[config.mk]
export PLATFORM = sky130hd
export DESIGN_NAME = pulse_blink
export DESIGN_NICKNAME = d
export VERILOG_FILES = /design/src/rtl/pulse_blink.sv
export SDC_FILE = /design/constraint.sdc
export NUM_CORES = 1
export LEC_CHECK = 0
export BUFFER_PORTS_ARGS = -buffer_cell sky130_fd_sc_hd__buf_2
export CAP_MARGIN = 15
export CORE_ASPECT_RATIO = 1.4
export CORE_MARGIN = 5
export CORE_UTILIZATION = 65
export DETAILED_ROUTE_END_ITERATION = 7
export PLACE_DENSITY = 0.85
export SYNTH_ARGS = -nofsm -noshare
export SYNTH_HDL_FRONTEND = slang
export SYNTH_SLANG_ARGS = --single-unit
[constraint.sdc]
create_clock -name clk -period 7.8 [get_ports clk]
set_input_delay 1.56 -clock clk [delete_from_list [all_inputs] [get_ports clk]]
set_output_delay 1.56 -clock clk [all_outputs]
set_load 0.02 [all_outputs]
[src/rtl/pulse_blink.sv]
// Stretches single-cycle event pulses into visible LED blinks (ON_CYCLES high, OFF_CYCLES low).
// Events arriving mid-blink queue in a saturating pending counter and replay back-to-back.
module pulse_blink #(
  parameter int ON_CYCLES  = 5_000_000,
  parameter int OFF_CYCLES = 5_000_000,
  parameter int CNT_W      = 24,
  parameter int PEND_W     = 4
) (
  input  logic              clk,
  input  logic              reset,
  input  logic              pulse_in,
  input  logic              clear,
  output logic              led,
  output logic              busy,
  output logic [PEND_W-1:0] pending,
  output logic              overflow
);

  localparam logic [CNT_W-1:0] ON_LAST  = CNT_W'(ON_CYCLES - 1);
  localparam logic [CNT_W-1:0] OFF_LAST = CNT_W'(OFF_CYCLES - 1);

  typedef enum logic [1:0] {S_IDLE, S_ON, S_OFF} state_t;

  state_t            r_state;
  logic [CNT_W-1:0]  r_cnt;
  logic [PEND_W-1:0] r_pend;
  logic              r_ovf;
  logic              r_led;
  logic              r_busy;

  logic w_pend_nz;
  logic w_sat;
  logic w_consume;
  logic w_accept;
  logic w_drop;

  assign w_pend_nz = |r_pend;
  assign w_sat     = &r_pend;
  // A consume frees a slot on the same edge, so a pulse at saturation is still accepted then.
  assign w_consume = w_pend_nz &&
                     ((r_state == S_IDLE) || (r_state == S_OFF && r_cnt == OFF_LAST));
  assign w_accept  = pulse_in && (!w_sat || w_consume);
  assign w_drop    = pulse_in && w_sat && !w_consume;

  always_ff @(posedge clk or negedge reset) begin
    if (!reset) begin
      r_state <= S_IDLE;
      r_cnt   <= '0;
      r_pend  <= '0;
      r_ovf   <= 1'b0;
      r_led   <= 1'b0;
      r_busy  <= 1'b0;
    end else if (clear) begin
      r_state <= S_IDLE;
      r_cnt   <= '0;
      r_pend  <= '0;
      r_ovf   <= 1'b0;
      r_led   <= 1'b0;
      r_busy  <= 1'b0;
    end else begin
      if (w_accept && !w_consume)      r_pend <= r_pend + PEND_W'(1);
      else if (w_consume && !w_accept) r_pend <= r_pend - PEND_W'(1);
      if (w_drop) r_ovf <= 1'b1;

      case (r_state)
        S_IDLE: begin
          if (w_pend_nz) begin
            r_state <= S_ON;
            r_cnt   <= '0;
            r_led   <= 1'b1;
            r_busy  <= 1'b1;
          end
        end
        S_ON: begin
          if (r_cnt == ON_LAST) begin
            r_state <= S_OFF;
            r_cnt   <= '0;
            r_led   <= 1'b0;
          end else begin
            r_cnt <= r_cnt + CNT_W'(1);
          end
        end
        S_OFF: begin
          if (r_cnt == OFF_LAST) begin
            r_cnt <= '0;
            if (w_pend_nz) begin
              r_state <= S_ON;
              r_led   <= 1'b1;
            end else begin
              r_state <= S_IDLE;
              r_busy  <= 1'b0;
            end
          end else begin
            r_cnt <= r_cnt + CNT_W'(1);
          end
        end
        default: begin
          r_state <= S_IDLE;
          r_cnt   <= '0;
          r_led   <= 1'b0;
          r_busy  <= 1'b0;
        end
      endcase
    end
  end

  assign led      = r_led;
  assign busy     = r_busy;
  assign pending  = r_pend;
  assign overflow = r_ovf;

endmodule
==> flow_summary.json <==
{
  "synth.area.top_cells": "dfrtp_1 41%, nor2_1 6.9%, xnor2_1 5.2%",
  "hold_class": "reg2reg",
  "total_leakage_power_nw": 0.8875,
  "postCtsSetupBuffers": 0,
  "core-area_um2": 3063,
  "grtUsageTotal": 0.2161,
  "tightest_slew_ns": 0.7238,
  "antenna_found_initial": 0,
  "status": "completed",
  "multi_input_area_um2": 1096,
  "power_density_nw_per_um2": 283.2,
  "drive_above_1_share": 0.1030,
  "min_period_ns": 3.305,
  "fin_crit_sh": 0.4237,
  "synth_flop_cell": "dfrtp_1",
  "critPathRequiredTime_ns": 8.01,
  "hp-start": "r_cnt[1]$_DFFE_PN0N_",
  "cts-hold-fix-buffers": 0,
  "drv_cap": 0,
  "drt-initial-drc-count": 119,
  "core.rowCount": 24,
  "cts_made_buffers": 5,
  "final_core_util": 0.7038,
  "min_path_cells": 2,
  "final_cell_area_um2": 2156,
  "seq_area_um2": 825.8,
  "fillerInstances": 250,
  "gr-total-overflow": 0,
  "hold_viol": 0,
  "worst-setup-path-type": "in2reg",
  "fin_nets": 245,
  "setup_tns_ns": 0,
  "startpoint_type": "input port",
  "via_per_inst": 5.982,
  "switchingPower_mw": 0.2490,
  "synth_top_area_share": 0.4102,
  "mappedNetlistNets": 236,
  "root_buffer": "clkbuf_8",
  "synth_cell_types": 45,
  "cp.arrival_ns": 3.51,
  "die_h_um": 75.85,
  "mostFrequentLayoutCell": "nor2_1",
  "end_kind": "register",
  "crit_fanout": 7,
  "sequentialPowerShare": 0.350,
  "die_x_um": 57.04,
  "peakVddDrop_mv": 0.1917,
  "most-common-layout-cells": "37 x nor2_1, 33 x dfrtp_1, 19 x nand2_1",
  "grt_pass1_vias": 1667,
  "rsz0062_at_grt": "no",
  "dr.pass1.iters": 4,
  "ff2ff_path_depth": 10,
  "holdPathEnd": "r_cnt[1]$_DFFE_PN0N_",
  "max_slew_margin": 0.5174,
  "n_antenna_cell": 0,
  "grt_start_max_net_pins": 34,
  "p_clk_frac": 0.209,
  "io_buffers": 10,
  "start_util": 0.6573,
  "postRouteAntennaNets": 0,
  "clock_latency_ns": 0.28,
  "power.total_mw": 0.6106,
  "htree_levels": 2,
  "syn_to_final_growth_pct": 7.085,
  "wire_per_inst_um": 15.09,
  "drv_slew": 0,
  "internal-power_mw": 0.3616,
  "rrSetupSlack_ns": 4.72,
  "synth_seq_area_share": 0.4102,
  "synth_edf_count": 0,
  "combPwrFrac": 0.441,
  "rr_endpoint": "pending[3]$_DFFE_PN0P_",
  "dr_total_vias": 1627,
  "async_reset_ff_frac": 1.000,
  "pre_cts_slack_ns": 4.218,
  "fmax_mhz": 302.6,
  "synth_area_leader_cell": "dfrtp_1",
  "io_pins": 11,
  "clock_sinks": 33,
  "grt_pass1_wl_mm": 7.203,
  "wirelength_mm": 4.104,
  "setup_violations": 0,
  "cts_resized": 0,
  "die_area_um2": 4326,
  "ys_warn_count": 0,
  "p_sw_frac": 0.4078,
  "drc_errors": 0,
  "fin_skew_ns": 0.006974,
  "netlist_area_um2": 2013,
  "syn_avg_cell_area_um2": 8.987,
  "cts_tree": "built",
  "hpwlAfterDp_mm": 2.944,
  "synth_seq_cells": 33,
  "cts_max_path_buffers": 2,
  "reg2reg_from": "r_cnt[20]$_DFFE_PN0N_",
  "clk_transition_reported_paths_ns": 0.07,
  "place_congestion": 0.9140,
  "setup_ws_ns": 4.495,
  "placed_area_um2": 2069,
  "netlist_instances": 224
}
==> worst max-delay path, stage by stage <==
cell and delay (ns):
buf_2 0.16, inv_1 0.10, nor3_2 0.24, nand2_1 0.14
ha_1 0.34, a21oi_1 0.19, and2_1 0.22, o31ai_1 0.10
a211o_1 0.31, o22ai_1 0.15
==> cell type report <==
type                    count  share of cell area
flip-flops and latches     33              0.3831
well taps                  39             0.02263
clock buffers               7             0.04005
multi-input cells         171              0.5084
inverters                  11             0.01915
repair buffers             11             0.02670
==> flip-flops by register name (all words and copies together) (netlist names) <==
| name | count |
|---|---|
| busy | 1 |
| led | 1 |
| overflow | 1 |
| pending | 4 |
| r_cnt | 24 |
| r_state | 2 |
==> metal layers <==
metal	vias to the layer above	track usage	routed length [µm]	part of all wire
met3	13	0.04576	158	0.038
met4	0	0.1469	136	0.033
met2	39	0.3850	2135	0.52
li1	795	-	-	-
met5	-	0	0	0
met1	780	0.2298	1674	0.41
==> kinds of logic after synthesis <==
logic type	count (synthesis)	synth area share
AO/OA/AOI/OAI	32	0.1106
XOR/XNOR	21	0.09136
adder cells (fa/ha/maj)	8	0.05345
buffers and inverters	20	0.04537
flip-flops	33	0.4102
multiplexers	3	0.01678
AND/OR/NAND/NOR	107	0.2722
==> power groups by stage <==
stage | Combinational [mW] | Clock [mW] | Sequential [mW]
2_1_floorplan | 0.205 | 0 | 0.223
3_3_place_gp | 0.258 | 0 | 0.215
3_5_place_dp | 0.267 | 0 | 0.217
4_1_cts | 0.268 | 0.133 | 0.214
5_1_grt | 0.300 | 0.140 | 0.218
6_report | 0.269 | 0.128 | 0.214
==> synthesized netlist by cell type, types with 2 or more instances <==
cell type  count
nor2_1        37
dfrtp_1       33
nand2_1       19
xnor2_1       12
inv_1         11
nand3_1       10
a21oi_1        9
nor3_1         9
xor2_1         9
ha_1           7
clkbuf_1       6
o21ai_0        6
and3_1         5
nand4_1        5
and2_1         3
and4_1         3
mux2_1         3
nor4b_1        3
a211o_1        2
a211oi_1       2
a31oi_1        2
buf_6          2
nand2b_1       2
nand4b_1       2
o22ai_1        2
==> stage by stage <==
step	hold WS (ns)	std cells
floorplan	0.4867	224
global placement	0.4963	265
detailed placement	0.5151	265
CTS	0.5300	272
global route	0.5881	272
finish	0.5347	272
==> how the worst max path moves through the flow <==
| stage | slack, ns | startpoint | cells past startpoint | endpoint |
|---|---|---|---|---|
| 2_1_floorplan | 4.64 | pulse_in | 9 | pending[3]$_DFFE_PN0P_ |
| 3_3_place_gp | 4.37 | pulse_in | 10 | pending[3]$_DFFE_PN0P_ |
| 3_5_place_dp | 4.22 | pulse_in | 10 | pending[3]$_DFFE_PN0P_ |
| 4_1_cts | 4.52 | pulse_in | 10 | pending[3]$_DFFE_PN0P_ |
| 5_1_grt | 4.31 | pulse_in | 10 | pending[3]$_DFFE_PN0P_ |
| 6_report | 4.50 | pulse_in | 10 | pending[3]$_DFFE_PN0P_ |
Power figures use the tool's default switching activity.
